`src/rtl/sdf_seq_pkg.sv`:
```
// Shared definitions for the SDF test-cone vector sequencer.
//   - seq_state_e : sequencer FSM states
//   - IdxD1/IdxD2/IdxEn : bit positions of d1/d2/en inside a 3-bit vector {en,d2,d1}
//   - NumVec : number of input combinations walked per pass
//   - sdf_golden() : expected {q3,q2,q1} of the cone for a given {en,d2,d1}
package sdf_seq_pkg;

    typedef enum logic [1:0] {
        StIdle,
        StWait,
        StCheck
    } seq_state_e;

    localparam int unsigned IdxD1  = 0;
    localparam int unsigned IdxD2  = 1;
    localparam int unsigned IdxEn  = 2;
    localparam int unsigned NumVec = 8;

    // n5 is the shared buf/or node of the cone; q2 is the nand of n5 with en.
    function automatic logic [2:0] sdf_golden(input logic [2:0] vec);
        logic d1;
        logic d2;
        logic en;
        logic n5;
        d1 = vec[IdxD1];
        d2 = vec[IdxD2];
        en = vec[IdxEn];
        n5 = ~d1 | d2;
        return {d1 & d2, ~(n5 & en), n5};
    endfunction

endpackage

```
`src/rtl/sdf_golden_model.sv`:
```
// Combinational expected-output generator for the SDF test cone.
// Ports:
//   vec_i : applied vector {en,d2,d1}
//   exp_o : expected captured outputs {q3,q2,q1}
module sdf_golden_model
    import sdf_seq_pkg::*;
(
    input  logic [2:0] vec_i,
    output logic [2:0] exp_o
);

    assign exp_o = sdf_golden(vec_i);

endmodule

```
`src/rtl/sdf_vec_sequencer.sv`:
```
// Drives all eight {en,d2,d1} combinations into the SDF test cone for NUM_PASSES sweeps,
// checks the captured q1..q3 against the golden model and reports the result.
// Ports:
//   clk, rst_n        : clock (rising edge) and asynchronous active-low reset
//   start             : single-cycle run request, honoured only when idle
//   abort             : return to idle from any state, results so far are kept
//   q1, q2, q3        : captured outputs of the cone under test
//   d1, d2, en        : registered vector driven into the cone
//   busy              : high while a run is in progress
//   done              : one-cycle pulse when a run completes (not on abort)
//   pass              : sticky, last completed run had no mismatches
//   err_cnt           : saturating count of mismatching vectors
//   fail_vec          : {en,d2,d1} of the first mismatch
//   fail_mask         : {q3,q2,q1} mismatch bits of the first mismatch
module sdf_vec_sequencer
    import sdf_seq_pkg::*;
#(
    parameter int unsigned SETTLE_CYCLES = 1,
    parameter int unsigned NUM_PASSES    = 1,
    parameter int unsigned ERR_W         = 4
) (
    input  logic             clk,
    input  logic             rst_n,
    input  logic             start,
    input  logic             abort,
    input  logic             q1,
    input  logic             q2,
    input  logic             q3,
    output logic             d1,
    output logic             d2,
    output logic             en,
    output logic             busy,
    output logic             done,
    output logic             pass,
    output logic [ERR_W-1:0] err_cnt,
    output logic [2:0]       fail_vec,
    output logic [2:0]       fail_mask
);

    localparam int unsigned WaitW = (SETTLE_CYCLES > 0) ? $clog2(SETTLE_CYCLES + 1) : 1;
    localparam int unsigned PassW = (NUM_PASSES > 1) ? $clog2(NUM_PASSES) : 1;

    localparam logic [WaitW-1:0] WaitInit = WaitW'(SETTLE_CYCLES);
    localparam logic [PassW-1:0] PassLast = PassW'(NUM_PASSES - 1);
    localparam logic [2:0]       VecLast  = 3'(NumVec - 1);
    localparam logic [ERR_W-1:0] ErrMax   = '1;

    seq_state_e       state_q, state_d;
    logic [2:0]       vec_q, vec_d;
    logic [WaitW-1:0] wait_cnt_q, wait_cnt_d;
    logic [PassW-1:0] pass_cnt_q, pass_cnt_d;
    logic [ERR_W-1:0] err_q, err_d;
    logic [2:0]       fail_vec_q, fail_vec_d;
    logic [2:0]       fail_mask_q, fail_mask_d;
    logic             pass_q, pass_d;
    logic             done_q, done_d;

    logic [2:0]       exp_q;
    logic [2:0]       mm;
    logic [ERR_W-1:0] err_inc;
    logic [ERR_W-1:0] err_after;
    logic             last_check;

    sdf_golden_model u_golden (
        .vec_i (vec_q),
        .exp_o (exp_q)
    );

    assign mm         = {q3, q2, q1} ^ exp_q;
    assign err_inc    = (err_q == ErrMax) ? err_q : err_q + ERR_W'(1);
    assign err_after  = (mm != 3'b000) ? err_inc : err_q;
    assign last_check = (vec_q == VecLast) && (pass_cnt_q == PassLast);

    // State register
    always_ff @(posedge clk or negedge rst_n) begin
        if (!rst_n) begin
            state_q <= StIdle;
        end else begin
            state_q <= state_d;
        end
    end

    // Next-state logic
    always_comb begin
        state_d = state_q;
        unique case (state_q)
            StIdle: begin
                if (start && !abort) begin
                    state_d = StWait;
                end
            end
            StWait: begin
                if (abort) begin
                    state_d = StIdle;
                end else if (wait_cnt_q == '0) begin
                    state_d = StCheck;
                end
            end
            StCheck: begin
                if (abort || last_check) begin
                    state_d = StIdle;
                end else begin
                    state_d = StWait;
                end
            end
            default: state_d = StIdle;
        endcase
    end

    // Datapath registers
    always_ff @(posedge clk or negedge rst_n) begin
        if (!rst_n) begin
            vec_q       <= 3'b000;
            wait_cnt_q  <= '0;
            pass_cnt_q  <= '0;
            err_q       <= '0;
            fail_vec_q  <= 3'b000;
            fail_mask_q <= 3'b000;
            pass_q      <= 1'b0;
            done_q      <= 1'b0;
        end else begin
            vec_q       <= vec_d;
            wait_cnt_q  <= wait_cnt_d;
            pass_cnt_q  <= pass_cnt_d;
            err_q       <= err_d;
            fail_vec_q  <= fail_vec_d;
            fail_mask_q <= fail_mask_d;
            pass_q      <= pass_d;
            done_q      <= done_d;
        end
    end

    // Datapath next-state and result bookkeeping
    always_comb begin
        vec_d       = vec_q;
        wait_cnt_d  = wait_cnt_q;
        pass_cnt_d  = pass_cnt_q;
        err_d       = err_q;
        fail_vec_d  = fail_vec_q;
        fail_mask_d = fail_mask_q;
        pass_d      = pass_q;
        done_d      = 1'b0;
        unique case (state_q)
            StIdle: begin
                if (start && !abort) begin
                    vec_d       = 3'b000;
                    wait_cnt_d  = WaitInit;
                    pass_cnt_d  = '0;
                    err_d       = '0;
                    fail_vec_d  = 3'b000;
                    fail_mask_d = 3'b000;
                    pass_d      = 1'b0;
                end
            end
            StWait: begin
                if (abort) begin
                    vec_d = 3'b000;
                end else if (wait_cnt_q != '0) begin
                    wait_cnt_d = wait_cnt_q - WaitW'(1);
                end
            end
            StCheck: begin
                if (abort) begin
                    // Abort wins over the check in flight: results stay as they were.
                    vec_d = 3'b000;
                end else begin
                    err_d = err_after;
                    if ((mm != 3'b000) && (err_q == '0)) begin
                        fail_vec_d  = vec_q;
                        fail_mask_d = mm;
                    end
                    wait_cnt_d = WaitInit;
                    if (last_check) begin
                        vec_d  = 3'b000;
                        done_d = 1'b1;
                        pass_d = (err_after == '0);
                    end else if (vec_q == VecLast) begin
                        vec_d      = 3'b000;
                        pass_cnt_d = pass_cnt_q + PassW'(1);
                    end else begin
                        vec_d = vec_q + 3'd1;
                    end
                end
            end
            default: vec_d = 3'b000;
        endcase
    end

    // Outputs straight from flops, apart from busy which is a decode of the state flop.
    always_comb begin
        d1        = vec_q[IdxD1];
        d2        = vec_q[IdxD2];
        en        = vec_q[IdxEn];
        busy      = (state_q != StIdle);
        done      = done_q;
        pass      = pass_q;
        err_cnt   = err_q;
        fail_vec  = fail_vec_q;
        fail_mask = fail_mask_q;
    end

endmodule

```
`config.mk`:
```
export PLATFORM = sky130hd
export DESIGN_NAME = sdf_vec_sequencer
export DESIGN_NICKNAME = d
export VERILOG_FILES = /design/src/rtl/sdf_seq_pkg.sv /design/src/rtl/sdf_golden_model.sv /design/src/rtl/sdf_vec_sequencer.sv
export SDC_FILE = /design/constraint.sdc
export NUM_CORES = 1
export LEC_CHECK = 0
export ABC_CLOCK_PERIOD_IN_PS = 4370
export CORE_MARGIN = 2
export CORE_UTILIZATION = 46
export DETAILED_ROUTE_END_ITERATION = 12
export PLACE_DENSITY = 0.72
export SYNTH_ARGS = -nofsm -noshare
export SYNTH_HDL_FRONTEND = slang
export SYNTH_SLANG_ARGS = --single-unit
export TNS_END_PERCENT = 20
```
`constraint.sdc`:
```
create_clock -name clk -period 4.37 [get_ports clk]
set_clock_uncertainty 0.05 [all_clocks]
set_input_delay 0.6555 -clock clk [delete_from_list [all_inputs] [get_ports clk]]
set_output_delay 0.6555 -clock clk [all_outputs]
set_load 0.03 [all_outputs]
```
After elaboration in Yosys (flattened, before gate mapping)
Cells that the tools add are included.

operators by class
  multiplexer cells = 38
  add/subtract/negate cells = 4
  eq/ne operators = 13
  bitwise gates (word level) = 7
  reductions and logical operators = 19

operators with widths
  operator             count
  $mux 3               9
  $mux 4               4
  $ne 2x2->1 const B   8
  $mux 1               14
  $pmux 3 s2           2
  $reduce_and 4->1     3
  $pmux 3 s3           1
  $logic_not 4->1      2
  $pmux 4 s2           1
  $mux 2               3
  $pmux 2 s3           1
  $reduce_bool 3->1    2
  $reduce_and 5->1     1
  $add 4x1->4 const B  1
  $eq 4x4->1 const B   1
  $pmux 1 s2           2
  $reduce_and 2->1     2
  $reduce_bool 2->1    2
  $add 3x1->3 const B  1
  $eq 3x3->1 const B   1
  $logic_and 1x1->1    3
  $ne 3x3->1 const B   1
  $not 1->1            3
  $pmux 1 s3           1
  11 further kinds     12

word-level totals
  register bits after elaboration = 19
  output and inout bits = 16
  logic and storage cells = 90

Depth between registers and ports, before layout
Gate-level depths: netlist of run 1.

  word-level depth = 11
  depth in mapped cells = 8
  gate-level depth less buffers = 7

Hierarchy
From an unflattened synthesis of run 1, not the netlist that was laid out.

unflattened totals
  cells, all modules = 114
  area total of the unflattened synthesis = 1093.5 µm²

modules (own cells, without submodules)
  module             area each (µm²)  cells an instance  instances
  sdf_vec_sequencer  1069.8           111                1
  sdf_golden_model   23.8             3                  1

Worst setup path after synthesis of run 1
No wires, ideal clock.

  path kind = register to register
  start = register vec_q[1]
  end = register pass_q (netlist: pass)
  buffers on the path = 0
  data arrival time = 1718 ps
  library setup time = 122 ps
  path slack = 2480 ps
  stages on the path, launching flop included = 8
  required time = 4198 ps
  clock period less this slack = 1890 ps
  path through = dfrtp_1 > inv_1 > ha_1 > nand2b_1 > o21ai_2 > nand2_1 > mux2i_1 > a32o_1

between the ends
  word-level cells in the longest chain between the ends = 10
  elaborated cells on any way between the ends = 15

RTL lines
  what                    line                      source
  start, declared         sdf_vec_sequencer.sv:49   logic [2:0] vec_q, vec_d;
  start signal, assigned  sdf_vec_sequencer.sv:122  vec_q <= vec_d;
  $or 1x1->1              sdf_seq_pkg.sv:28         n5 = ~d1 | d2;
  $and 1x1->1             sdf_seq_pkg.sv:29         return {d1 & d2, ~(n5 & en), n5};
  $not 1->1               sdf_seq_pkg.sv:29
  $xor 3x3->3             sdf_vec_sequencer.sv:69   assign mm = {q3, q2, q1} ^ exp_q;
  $reduce_bool 3->1       sdf_vec_sequencer.sv:71   assign err_after = (mm != 3'b000) ? err_inc : err_q;
  $mux 4                  sdf_vec_sequencer.sv:71
  $logic_not 4->1         sdf_vec_sequencer.sv:176  pass_d = (err_after == '0);
  $mux 1                  sdf_vec_sequencer.sv:173  if (last_check) begin
  $mux 1                  sdf_vec_sequencer.sv:163  if (abort) begin
  $pmux 1 s2              sdf_vec_sequencer.sv:143  unique case (state_q)
  end signal, assigned    sdf_vec_sequencer.sv:128  pass_q <= pass_d;
  end, declared           sdf_vec_sequencer.sv:55   logic pass_q, pass_d;

Several ways; a longest one is shown, not always the timed one. The select of a mux whose other input is x is not followed.
A chain may end at the register's enable or synchronous reset.

Worst setup path in the final report of run 1
  start = register state_q[1]
  end = output port busy

between the ends
  word-level cells in the longest chain between the ends = 1

RTL lines
  what                    line                      source
  start, declared         sdf_vec_sequencer.sv:48   seq_state_e state_q, state_d;
  start signal, assigned  sdf_vec_sequencer.sv:77   state_q <= StIdle;
  start signal, assigned  sdf_vec_sequencer.sv:79   state_q <= state_d;
  $reduce_bool 2->1       sdf_vec_sequencer.sv:194  busy = (state_q != StIdle);
  end, declared           sdf_vec_sequencer.sv:32   output logic busy,

No other way between the ends.

==> results.md, run 1 <==
- Least-Margin Pin Slew: 876 ps
- RR Startpoint: vec_q[0]$_DFFE_PN0P_
- Core footprint: about 2400 um2
- Post-synthesis average cell area: 8.94 um2
- # IOs: 23
- CP Data Arrival Time: 1910 ps
- Post-DP HPWL: 1.80 mm
- Root buf cell: clkbuf_4
- Initial Util: 47.4%
- HP Class: register to register
- Final setup violation count: 0
- DR vias/cell: ~5.7
- WP buf/inv: 2
- Total leakage power: 0.603 nW
- Skew-Pair Late Insertion Delay: 310 ps
- ANT cells: 0
- Int Power: 0.000273 W
- Post-Syn Nets: 141
- Vias in the first global route: 919
- Antenna violations before repair: 0
- Vias: slightly above 1000
- Worst vdd ir: 0.189 mV
- CP Class: register to primary output
- Commonest non-fill, non-tap cell in the layout: clkdlybuf4s50_1
- Fin Setup TNS: 0 ps
- Slowest CP cell: dfrtp_1
- Fillers: 212
- Sw Share: 35.6%
- Fmax: 382 MHz
- Status: completed
- PortBufs: 22
- Drt pass-1 iters: 4
- Die W: between 50 and 60 um
- Global-route wire length before repair: 4.13 mm
- CP peak stage delay: 670 ps
- Pre-CTS WS: ~2000 ps
- Seq/Total Area, Yosys: 41.2%
- Switching power: 0.000151 W
- GR Util All Layers: 19.9%
- Flop2flop setup slack: 2420 ps
- CTS tree: done
- Worst path depth: 3
- Area grow syn2layout: 21.4%
- Final antenna-violating net count: 0
- Crit end category: primary output
- Layout cells sized above 1: 6.71%
- CP delay by family, top: buffers and inverters
- Slew Limit Headroom: 41.4%
- DRC viols: 0
- Full die area: about 3000 um2
- Setup crit start kind: register
- Max cap viols: 0
- Yosys reg bits: 19
- Post-DR wirelength/cell: 13.9 um
- Max clock buf depth: 2
- Worst-path clk slew: 110 ps
- Yosys synthesis warning count: 0
- Worst reg2reg path depth: 5
- Die Y: 54.1 um
- Tcrit/Tclk final: 59.9%
- GP Congestion: 0.815
- Worst endpoint required time: approximately 3700 ps
- Initial DRC count: 21
- Min Tclk post-route: between 2000 and 3000 ps
- Nets: 162
- Post-Syn Area: 1150 um2
- Row count: 18
- GRT overflow: 0
- Reg2reg end: pass$_DFFE_PN0P_
- Critical Path Sink: busy
- Combinational power share: between 20% and 30%
- Netlist cell types: 41
- Commonest non-fill, non-tap cells in the layout: clkdlybuf4s50_1, nand2_1, dfrtp_1
- Slew Limit Fails: 0
- Final hold vios: 0
- RSZ-0062 raised after global routing: false
- CTS resizes: 0
- Crit path launch: state_q[1]$_DFFE_PN0P_
- Pwr Density: 302 nW/um2
- Clock group share of total power: 22.2%
- Clock sink count: 19
- CTS Buf Count: 3
- Largest net degree at the start of global routing: 20
- H-tree depth: 1
- Post-CTS Setup Inserts: 0
- Post-Syn Instances: 129
- CP Cell Sequence: inv_2 -> nand2_1 -> clkdlybuf4s50_1
- Crit path max fanout: 17
- Hold Buf Count CTS: 0
- Tot Pwr: 0.000423 W
- Sequential share of power: 48.9%
- Setup ws final: about 1800 ps
- DRT Wirelength: approximately 2.5 mm
-- final cells by class --
class | count | area [um2] | share of cell area, %
flip-flops and latches | 19 | 475 | 34.0
clock buffers | 4 | 26.3 | 1.88
well taps | 30 | 37.5 | 2.68
inverters | 5 | 18.8 | 1.34
multi-input cells | 99 | 622 | 44.4
repair buffers | 22 | 220 | 15.7
-- metrics by stage --
step           cell area (um2)  hold WS [ps]  std cells  util, %
2_1_floorplan             1150           310        129        -
3_3_place_gp              1370           414        175     56.5
3_5_place_dp              1370           415        175     56.5
4_1_cts                   1400           453        179     57.6
5_1_grt                   1400           488        179     57.6
6_report                  1400           459        179     57.6
-- power by group through the flow --
stage	Clock, W	Sequential (W)	Combinational [W]
2_1_floorplan	0	0.000215	0.0000814
5_1_grt	0.000108	0.000210	0.000135
6_report	0.0000942	0.000207	0.000122
3_3_place_gp	0	0.000210	0.000121
4_1_cts	0.0000967	0.000207	0.000123
3_5_place_dp	0	0.000210	0.000122
-- routing by layer --
metal  vias to the layer above  global-route usage [%]  part of all wire (%)
met1                       480                    27.0                    46
met5                         -                       0                     0
met2                        28                    29.9                    48
met4                         0                    8.33                   1.4
li1                        500                       -                     -
met3                         4                    5.28                   4.6
-- logic make-up (layout without fill, tap and decap cells) --
logic type / after synthesis / count (layout) / share of synthesized area, %
AO/OA/AOI/OAI: 34 / 34 / 20.5
adder cells (fa/ha/maj): 5 / 5 / 5.42
AND/OR/NAND/NOR: 52 / 52 / 21.5
XOR/XNOR: 4 / 4 / 3.04
multiplexers: 4 / 4 / 3.47
buffers and inverters: 11 / 31 / 4.88
flip-flops: 19 / 19 / 41.2
-- Yosys cell counts (all sizes together) --
library cell | n | area, um2
a21o | 2 | 15.0
a21oi | 9 | 48.8
a221oi | 1 | 8.76
a311oi | 1 | 8.76
a31o | 1 | 8.76
a31oi | 1 | 6.26
a32o | 3 | 31.3
a32oi | 1 | 16.3
and2 | 1 | 6.26
and3 | 2 | 12.5
buf | 4 | 28.8
clkbuf | 2 | 8.75
dfrtp | 19 | 475
ha | 5 | 62.6
inv | 5 | 18.8
mux2i | 4 | 40.0
nand2 | 19 | 71.3
nand2b | 3 | 18.8
nand3 | 1 | 5.00
nand3b | 1 | 7.51
nand4 | 4 | 25.0
nand4b | 1 | 8.76
nor2 | 14 | 52.6
nor2b | 1 | 6.26
nor3 | 2 | 10.0
nor4 | 1 | 6.26
o211ai | 4 | 30.0
o21a | 1 | 7.51
o21ai | 9 | 48.8
o22ai | 1 | 6.26
or2 | 1 | 6.26
or3 | 1 | 11.3
xnor2 | 4 | 35.0
-- worst min-delay path by stage --
stage	startpoint	slack, ps	cells past startpoint	to
floorplan	rst_n	310	0	done$_DFF_PN0_
global placement	pass_cnt_q$_DFFE_PN0P_	410	1	pass_cnt_q$_DFFE_PN0P_
detailed placement	wait_cnt_q$_DFFE_PN0P_	420	1	state_q[1]$_DFFE_PN0P_
CTS	wait_cnt_q$_DFFE_PN0P_	450	1	state_q[1]$_DFFE_PN0P_
global route	pass$_DFFE_PN0P_	490	1	pass$_DFFE_PN0P_
finish	pass$_DFFE_PN0P_	460	1	pass$_DFFE_PN0P_
-- state kept, by name, indices dropped and copies added, names as in the netlist --
| name | count |
|---|---|
| err_cnt | 4 |
| fail_mask | 3 |
| fail_vec | 3 |
| vec_q | 3 |
| state_q | 2 |
| done | 1 |
| pass | 1 |
| pass_cnt_q | 1 |
| wait_cnt_q | 1 |
Power figures use the tool's default switching activity.
==> run 2, diff against run 1 <==
--- a/config.mk
+++ b/config.mk
@@ -5,11 +5,11 @@
 export SDC_FILE = /design/constraint.sdc
 export NUM_CORES = 1
 export LEC_CHECK = 0
-export ABC_CLOCK_PERIOD_IN_PS = 4370
+export ABC_CLOCK_PERIOD_IN_PS = 2280
 export CORE_MARGIN = 2
-export CORE_UTILIZATION = 46
+export CORE_UTILIZATION = 45
 export DETAILED_ROUTE_END_ITERATION = 12
-export PLACE_DENSITY = 0.72
+export PLACE_DENSITY = 0.74
 export SYNTH_ARGS = -nofsm -noshare
 export SYNTH_HDL_FRONTEND = slang
 export SYNTH_SLANG_ARGS = --single-unit
==> constraint.sdc (replaced) <==
create_clock -name clk -period 2.28 [get_ports clk]
set_clock_uncertainty 0.05 [all_clocks]
set_input_delay 0.342 -clock clk [delete_from_list [all_inputs] [get_ports clk]]
set_output_delay 0.342 -clock clk [all_outputs]
set_load 0.03 [all_outputs]
==> run 2 against run 1 <==
Flip-flop and latch count unchanged. Design area up 2.1%. Highest routed layer unchanged. Critical endpoint unchanged. Count of clock-buffer cells in the layout unchanged. Power up 94%. Routed wire length up 2.6%. Register-to-register slack worse by 2100 ps. Clock power up 93%. Worst setup slack worse by 1600 ps. Combinational power up 100%. First-iteration DRC count up 19%. Final cell count up 2.2%. Hold slack worse by 160 ps.
==> results.md, run 2 (synthesis results as in run 1) <==
- Final setup violation count: 0 (unchanged)
- DR vias/cell: 5.74 (was 5.65)
- CP Data Arrival Time: 1700 ps (was 1910 ps)
- Met3 Resource Use GR: 3.28% (was 5.28%)
- RR Startpoint: vec_q[0]$_DFFE_PN0P_ (unchanged)
- Area grow syn2layout: 24.0% (was 21.4%)
- Flop2flop setup slack: 360 ps (was 2420 ps)
- GRT overflow: 0 (unchanged)
- Antenna violations before repair: 0 (unchanged)
- Max cap viols: 0 (unchanged)
- CTS tree: done (unchanged)
- Worst vdd ir: 0.483 mV (was 0.189 mV)
- Reg2reg end: pass$_DFFE_PN0P_ (unchanged)
- CP Class: register to primary output (unchanged)
- CTS Buf Count: 3 (unchanged)
- Tcrit/Tclk final: 91.8%
- Post-CTS Setup Inserts: 0 (unchanged)
- Global-route wire length before repair: 4.32 mm (was 4.13 mm)
- Clock sink count: 19 (unchanged)
- Met1 Resource Use GR: 26.8% (was 27.0%)
- Setup crit start kind: register (unchanged)
- Pwr Density: 575 nW/um2 (was 302 nW/um2)
- H-tree depth: 1 (unchanged)
- Initial Util: 47.0% (was 47.4%)
- Gr busiest metal: met2 (unchanged)
- Layout cells sized above 1: 9.15% (was 6.71%)
- Worst-path clk slew: 120 ps (was 110 ps)
- Crit path launch: state_q[0]$_DFFE_PN0P_ (was state_q[1]$_DFFE_PN0P_)
- Row count: 18 (unchanged)
- Commonest non-fill, non-tap cell in the layout: clkdlybuf4s50_1 (unchanged)
- DRC viols: 0 (unchanged)
- DRT Wirelength: 2.56 mm (was 2.50 mm)
- PortBufs: 22 (unchanged)
- GP Congestion: 0.800 (was 0.815)
- Slew Limit Fails: 0 (unchanged)
- HP Class: input pin to async pin (was register to register)
- Post-DR wirelength/cell: 14.0 um (was 13.9 um)
- Commonest non-fill, non-tap cells in the layout: clkdlybuf4s50_1, nand2_1, dfrtp_1 (unchanged)
- Crit end category: primary output (unchanged)
- Crit path max fanout: 7 (was 17)
- Total leakage power: 0.622 nW (was 0.603 nW)
- Hold Buf Count CTS: 0 (unchanged)
- Slew Limit Headroom: 68.7% (was 41.4%)
- Least-Margin Pin Slew: 467 ps (was 876 ps)
- Root buf cell: clkbuf_4 (unchanged)
- Pre-CTS WS: 211 ps (was 1990 ps)
- Vias: 1051 (was 1012)
- Worst reg2reg path depth: 5 (unchanged)
- DP Area: 1400 um2 (was 1370 um2)
- Full die area: 2980 um2 (was 2920 um2)
- Worst endpoint required time: 1890 ps (was 3660 ps)
- Vias in the first global route: 1026 (was 919)
- RSZ-0062 raised after global routing: false (unchanged)
- ANT cells: 0 (unchanged)
- Fin Setup TNS: 0 ps (unchanged)
- Die Y: 54.6 um (was 54.1 um)
- Final Cell Area: 1430 um2 (was 1400 um2)
- Core footprint: 2450 um2 (was 2430 um2)
- Max reg flops: 4 (unchanged)
- Met2 Use GR: 31.9% (was 29.9%)
- Die W: 54.6 um (was 54.1 um)
- Initial DRC count: 25 (was 21)
- Setup ws final: 186 ps (was 1750 ps)
- Final core occ: 58.3% (was 57.6%)
- Drt pass-1 iters: 4 (unchanged)
- Fmax: between 400 and 500 MHz
- Min Tclk post-route: 2090 ps
- Status: completed (unchanged)
- Largest net degree at the start of global routing: 20 (unchanged)
- GR Util All Layers: 20.2% (was 19.9%)
- # IOs: 23 (unchanged)
- Post-DP HPWL: 1.88 mm (was 1.80 mm)
- Final hold vios: 0 (unchanged)
- Skew-Pair Late Insertion Delay: 300 ps (was 310 ps)
- Worst hold slack: 302 ps (was 459 ps)
- Max clock buf depth: 2 (unchanged)
- Final antenna-violating net count: 0 (unchanged)
- CTS resizes: 0 (unchanged)
- Nets: 166 (was 162)
==> run 2: cell types whose count changed in the layout (fill, tap and decap cells not counted) <==
cell | previous run | this run
buf_4 | 0 | 4
==> run 2: per-layer routing <==
metal	up-vias	wire, um
met3	5	89
li1	510	-
met2	18	1170
met5	-	0
met4	0	44
met1	518	1260
==> run 2: area by class of cell <==
cell class,count,area (um2)
sequential,19,475
fill,215,1020
multi-input combinational,99,622
tap,30,37.5
timing repair buffer,26,250
clock buffer,4,26.3
inverter,5,18.8
==> run 2: worst max-delay path by stage <==
| stage | slack, ps | to | cells after the start |
|---|---|---|---|
| 3_3_place_gp | 290 | fail_mask[1]$_DFFE_PN0P_ | 6 |
| 5_1_grt | 110 | busy | 3 |
| 3_5_place_dp | 210 | fail_mask[2]$_DFFE_PN0P_ | 6 |
| 4_1_cts | 200 | busy | 3 |
| 6_report | 190 | busy | 3 |
| 2_1_floorplan | 390 | pass$_DFFE_PN0P_ | 7 |
==> run 2: through the flow <==
| stage | instances | power (W) |
|---|---|---|
| 6_report | 183 | 0.000822 |
| 5_1_grt | 183 | 0.000862 |
| 4_1_cts | 183 | 0.000821 |
| 3_5_place_dp | 179 | 0.000646 |
| 3_3_place_gp | 179 | 0.000639 |
| 2_1_floorplan | 129 | 0.000569 |
==> run 2: report_power, final <==
group          internal (W)  switching [W]
Clock             0.0000682       0.000114
Sequential         0.000360      0.0000310
Combinational      0.000101       0.000147
==> run 2: worst max-delay path, stage by stage, from the launching register on <==
cell and delay [ps]:
dfrtp_1 490, inv_1 140, nand2_1 90, clkdlybuf4s50_1 670
